--- src/rtl/arb_req_tracker.sv ---
// ---------------------------------------------------------------------------
// arb_req_tracker
// Per-client request bookkeeping in front of a 4-way round-robin arbiter.
// Keeps a saturating pending-token count per client and drives the arbiter's
// request level from it. The arbiter's registered grant is masked into the
// request so a client's last token is never granted twice.
//
// Optional feature macro: ARB_REQ_TIMEOUT_EN (per-client starvation check).
//
// Ports:
//   clk        : clock, all state on posedge
//   rst        : synchronous active-high reset
//   post       : [3:0] one-cycle token post per client
//   post_ready : [3:0] client count below DEPTH (combinational)
//   request    : [3:0] effective pending level to arbiter (combinational)
//   grant      : [3:0] registered one-hot grant from arbiter
//   pend_cnt   : [4*CW-1:0] packed counts, client i at [i*CW +: CW]
//   ovf_err    : sticky, a post was dropped while full
//   spur_err   : sticky, a grant hit a client with zero count
//   starve     : [3:0] sticky per-client starvation flag (0 when disabled)
// ---------------------------------------------------------------------------
module arb_req_tracker #(
   parameter  int unsigned DEPTH   = 7,
   parameter  int unsigned TIMEOUT = 8,
   localparam int unsigned CW      = $clog2(DEPTH + 1)
) (
   input  logic            clk,
   input  logic            rst,
   input  logic [3:0]      post,
   output logic [3:0]      post_ready,
   output logic [3:0]      request,
   input  logic [3:0]      grant,
   output logic [4*CW-1:0] pend_cnt,
   output logic            ovf_err,
   output logic            spur_err,
   output logic [3:0]      starve
);

   localparam int unsigned NC = 4;

   if (DEPTH < 1 || DEPTH > 15 || TIMEOUT < 2) begin : g_bad_param
      $error("arb_req_tracker: DEPTH must be 1..15 and TIMEOUT >= 2");
   end

   logic [CW-1:0] cnt_q [NC];
   logic [CW-1:0] cnt_d [NC];
   logic          ovf_q, ovf_d;
   logic          spur_q, spur_d;

   // Status and arbiter-facing request level, straight from the count register
   always_comb begin
      post_ready = '0;
      request    = '0;
      pend_cnt   = '0;
      for (int i = 0; i < NC; i++) begin
         post_ready[i]        = (cnt_q[i] != CW'(DEPTH));
         // Last token under grant this cycle drops request to hide arbiter latency
         request[i]           = (cnt_q[i] > CW'(1)) ||
                                ((cnt_q[i] == CW'(1)) && !grant[i]);
         pend_cnt[i*CW +: CW] = cnt_q[i];
      end
   end

   // Count update and sticky error flags
   always_comb begin
      logic accept;
      logic retire;
      ovf_d  = ovf_q;
      spur_d = spur_q;
      accept = 1'b0;
      retire = 1'b0;
      for (int i = 0; i < NC; i++) begin
         cnt_d[i] = cnt_q[i];
         accept   = post[i] && post_ready[i];
         retire   = grant[i] && (cnt_q[i] != '0);
         if (accept && !grant[i]) begin
            cnt_d[i] = cnt_q[i] + CW'(1);
         end else if (retire && !accept) begin
            cnt_d[i] = cnt_q[i] - CW'(1);
         end
         if (post[i] && !post_ready[i]) begin
            ovf_d = 1'b1;
         end
         if (grant[i] && (cnt_q[i] == '0)) begin
            spur_d = 1'b1;
         end
      end
   end

   always_ff @(posedge clk) begin
      if (rst) begin
         for (int i = 0; i < NC; i++) begin
            cnt_q[i] <= '0;
         end
         ovf_q  <= 1'b0;
         spur_q <= 1'b0;
      end else begin
         for (int i = 0; i < NC; i++) begin
            cnt_q[i] <= cnt_d[i];
         end
         ovf_q  <= ovf_d;
         spur_q <= spur_d;
      end
   end

   assign ovf_err  = ovf_q;
   assign spur_err = spur_q;

`ifdef ARB_REQ_TIMEOUT_EN
   localparam int unsigned AW = $clog2(TIMEOUT + 1);

   logic [AW-1:0] age_q [NC];
   logic [AW-1:0] age_d [NC];
   logic [3:0]    starve_q, starve_d;

   // Age counts consecutive waiting cycles; saturates at TIMEOUT
   always_comb begin
      starve_d = starve_q;
      for (int i = 0; i < NC; i++) begin
         age_d[i] = age_q[i];
         if (!request[i] || grant[i]) begin
            age_d[i] = '0;
         end else if (age_q[i] != AW'(TIMEOUT)) begin
            age_d[i] = age_q[i] + AW'(1);
         end
         if (age_d[i] == AW'(TIMEOUT)) begin
            starve_d[i] = 1'b1;
         end
      end
   end

   always_ff @(posedge clk) begin
      if (rst) begin
         for (int i = 0; i < NC; i++) begin
            age_q[i] <= '0;
         end
         starve_q <= '0;
      end else begin
         for (int i = 0; i < NC; i++) begin
            age_q[i] <= age_d[i];
         end
         starve_q <= starve_d;
      end
   end

   assign starve = starve_q;
`else
   assign starve = 4'h0;
`endif

endmodule

--- config.mk ---
export PLATFORM = sky130hd
export DESIGN_NAME = arb_req_tracker
export DESIGN_NICKNAME = d
export VERILOG_FILES = /design/src/rtl/arb_req_tracker.sv
export SDC_FILE = /design/constraint.sdc
export NUM_CORES = 1
export LEC_CHECK = 0
export CAP_MARGIN = 30
export CELL_PAD_IN_SITES_DETAIL_PLACEMENT = 1
export CELL_PAD_IN_SITES_GLOBAL_PLACEMENT = 2
export CORE_ASPECT_RATIO = 0.6
export CORE_UTILIZATION = 27
export DETAILED_ROUTE_END_ITERATION = 12
export PLACE_DENSITY_LB_ADDON = 0.1
export SETUP_SLACK_MARGIN = 0.1
export SLEW_MARGIN = 20
export SYNTH_ARGS = -nofsm -noshare
export SYNTH_HDL_FRONTEND = slang
export SYNTH_SLANG_ARGS = --single-unit
--- constraint.sdc ---
create_clock -name clk -period 2.08 [get_ports clk]
set_input_delay 0.416 -clock clk [delete_from_list [all_inputs] [get_ports clk]]
set_output_delay 0.416 -clock clk [all_outputs]
set_load 0.01 [all_outputs]
* After elaboration in Yosys (flattened, before gate mapping)
Memories as Yosys holds them, arrays and structs flattened.
Cells that the tools add are included.
** Operators by class
- Reductions and logical operators :: 54
- Add/sub/neg operators :: 8
- Muxes and demuxes :: 23
- Shifts and indexed selects :: 0
- Eq/ne operators :: 8
- $mul :: 0
- Div/mod/pow operators :: 0
- Order comparisons :: 4
- Bitwise operators :: 4
** Operators with widths (number)
- 3-bit 2-to-1 mux :: 12
- 1-bit logical AND :: 28
- 3-bit by 1-bit adder with 3-bit output, second input constant :: 4
- 3-bit by 1-bit == test with 1-bit output, second input constant :: 4
- 3-bit by 1-bit > comparator with 1-bit output, second input constant :: 4
- 1-bit zero test :: 12
- 3-bit zero test :: 4
- 3-bit != test, second input constant :: 4
- 3-bit nonzero test :: 4
- 3-bit by 1-bit subtractor with 3-bit output, second input constant :: 4
- 1-bit 2-to-1 mux :: 11
- 4-bit nonzero test :: 2
- 1-bit logical OR :: 4
- 1-bit bitwise OR :: 4
** Word-level totals
- Memory bits (read-only) :: 0
- Memory bits (writable) :: 12
- Bits in registers :: 2
- Memories kept :: 1
- Output and inout port bits :: 26
- Latch bits :: 0
- Bits of input ports :: 10
** Memory list
- cnt_q :: depth 4, width 3, read ports 4, clocked after memory_dff 0, write ports 4, line 45 : logic [CW-1:0] cnt_q [NC];

* Depth between registers and ports, before layout
An unclocked memory read counts as a cell.
- Depth after elaboration :: 8
- Mapped depth :: 6

* Worst setup path after synthesis
OpenSTA, ideal clock, no wires.
- Path kind :: register to output
- Start point :: mem cnt_q[0][1] (netlist name)
- End point :: out request[0]
- Path buffers :: 0
- Stages on the path, launching flop included :: 6
- Setup slack :: 0.483 ns
- Arrival time :: 1.181 ns
- Data required time :: 1.664 ns
- Cell sequence :: dfxtp_1 inv_1 ha_1 nor3_1 a21oi_1 or2_2
** RTL lines
- start, declared :: line 45
- end, declared :: line 31 : output logic [3:0] request,

==> impl_metrics.ini <==
[pwr]
peakVddDrop_v = 0.000229
power_density_nw_per_um2 = 727
leakage_nw = 0.716

[detailed_routing]
num_vias = 1149
firstDrtPassIters = 4
m1WireLength_um = 2050
wl_met3_um = 127
dr_wl_met2_um = 1430
vias_per_cell = 4.63
routedWlPerCell_um = 14.6
ant_nets = 0
highest_layer = met4
drtIter0Drc = 27
drc = 0
routed_wirelength_um = 3620

[floorplan]
num_rows = 18
core_area_um2 = 4300
die_h_um = 55.1
die_x_um = 90.5
die_area_um2 = 4990
ios = 36
start_util_pct = 29.5

[sta]
rsz0062_at_grt = yes
drv_slew = 0
setup_violations = 0
finalHoldViolCount = 0
fmax_mhz = 514
clock_skew_ns = 0.000997
fin_crit_sh_pct = 93.6
final.setup.worst_slack_ns = 0.134
min_period_ns = 1.95
tns_ns = 0

[clock_network]
cts_htree_levels = 1
clkLatencyLatePin_ns = 0.25
path_clk_slew_ns = 0.06
post_cts_buffers = 0
cts_tree = yes
cts-root-buf = clkbuf_8
cts_resized = 13
numCtsBuffers = 3
clockBufferDepth = 2
clock_sinks = 14
ctsHoldBuffers = 0

[placement]
dpl.cell_count = 245
hpwl_um = 3000
gp_congestion = 0.777
port-buffer-count = 31
dp_worst_setup_slack_ns = -0.0495

[grt]
grt_pass1_wl_um = 5790
grt-ovfl-total = 0
antenna_found_initial = 0
grt_pass1_vias = 1142
grt_max_degree = 10
grt_use_total_pct = 15.6

[setup_path]
cp.required_ns = 1.66
critPathCaptureType = output port
critPathMaxFanout = 3
r2r_end = cnt_q[3][1]
critical_path_class = reg -> out
start_kind = flop
arrival_ns = 1.53
reg2reg_from = cnt_q[3][1]
r2r_slack_ns = 0.35
reg2reg_depth = 7

[logic_synthesis]
synthArstFlopShare_pct = 0
ys_ff_latch = 14
netlist_instances = 147
synthFlopType = dfxtp_1
netlist_area_um2 = 1270
ys_types = 43
yosys_warnings = 0
syn_avg_cell_area_um2 = 8.63
seq_area_frac_synth_pct = 22.1
synth-edff-count = 0

[outcome]
outcome = completed

[min_path]
hold_path_end = ovf_err
hold_path.class = reg -> reg
hold_start = ovf_err
hold_depth = 2

[layout]
syn_to_final_growth_pct = 38.4
n_antenna_cell = 0
drive_gt1_share_pct = 25.5
fin_nets = 220
final-seq-area_um2 = 287
final_cell_count_no_fill = 248
n_fill_cell = 519
multi_input_area_um2 = 925

[job]
drv_cap = 0
-- report_power, final --
group	switching, mW	leakage, nW	internal (mW)
Combinational	0.334	0.578	0.338
Clock	0.102	0.0216	0.128
Sequential	0.0557	0.117	0.318
Total	0.492	0.716	0.784
-- routing by layer --
layer | up-vias | GRT usage, %
li1 | 593 | -
met4 | 0 | 3.23
met2 | 22 | 23.6
met3 | 4 | 3.55
met5 | - | 0
met1 | 530 | 22.5
-- metrics by stage --
stage	power, mW	cell area, um2	util [%]	hold WS, ns
final	1.28	1760	40.8	0.546
after CTS	1.28	1740	40.4	0.552
after global placement	1.04	1700	39.5	0.514
after global routing	1.38	1760	40.8	0.585
after detailed placement	1.06	1700	39.5	0.537
after floorplan	0.753	1280	-	0.546
-- layout make-up --
class | count | share of cell area [%]
Multi-Input combinational cell | 115 | 52.7
Timing Repair Buffer | 41 | 21.2
Tap cell | 60 | 4.28
Inverter | 15 | 3.21
Sequential cell | 14 | 16.3
Clock buffer | 3 | 2.35
-- synth_stat cells (all sizes together), types with 3 or more instances --
cell type	count	area (um2)
a21oi	15	78.8
buf	5	37.5
dfxtp	14	280
ha	20	250
inv	15	56.3
mux2i	3	30.0
nand2	4	15.0
nand2b	3	36.3
nor2	11	51.3
nor2b	8	65.1
nor3	12	91.3
o21a	3	22.5
o21ai	6	30.0
or2	3	18.8
-- critical path, cell delays in order, from the launching register on --
cell and delay (ns):
dfxtp_2 0.32, inv_1 0.07, ha_2 0.19, nor3_2 0.10, a21oi_1 0.05, or2_2 0.26, dlygate4sd2_1 0.29
-- flip-flops by register name (all words and copies together), names as in the netlist --
register	cells
ovf_err	1
cnt_q	12
spur_err	1
-- logic make-up (layout without fill, tap and decap cells) --
logic type	after synthesis	after routing	share of synthesized area [%]
adder cells (fa/ha/maj)	20	20	19.7
multiplexers	4	4	3.55
XOR/XNOR	1	1	0.690
other	1	4	0.296
AND/OR/NAND/NOR	50	50	27.6
AO/OA/AOI/OAI	36	36	18.3
buffers and inverters	21	59	7.69
flip-flops	14	14	22.1
-- cell usage in the layout (no fill, tap or decap), types with 3 or more instances in the layout --
master	netlist	routed
a21oi_1	14	14
buf_4	5	10
clkbuf_8	0	3
clkdlybuf4s50_1	0	23
conb_1	1	4
dfxtp_1	14	9
dfxtp_2	0	5
dlygate4sd2_1	0	7
ha_1	20	17
ha_2	0	3
inv_1	14	13
mux2i_1	3	3
nand2_1	4	4
nor2_1	9	9
nor2b_1	4	4
nor2b_2	3	3
nor3_1	7	4
nor3_2	4	7
o21a_1	3	3
o21ai_0	5	5
or2_2	3	3
-- worst max-delay path by stage --
stage / start / end / slack, ns / cells after the start
floorplan: cnt_q[0][1] / request[0] / 0.48 / 5
finish: cnt_q[3][1] / request[3] / 0.13 / 6
detailed placement: grant[3] / request[3] / -0.05 / 4
global placement: grant[1] / request[1] / -0.04 / 4
CTS: cnt_q[3][1] / request[3] / 0.05 / 6
global route: cnt_q[3][1] / request[3] / 0.05 / 6
No activity file was read; power rests on OpenSTA's default activity.
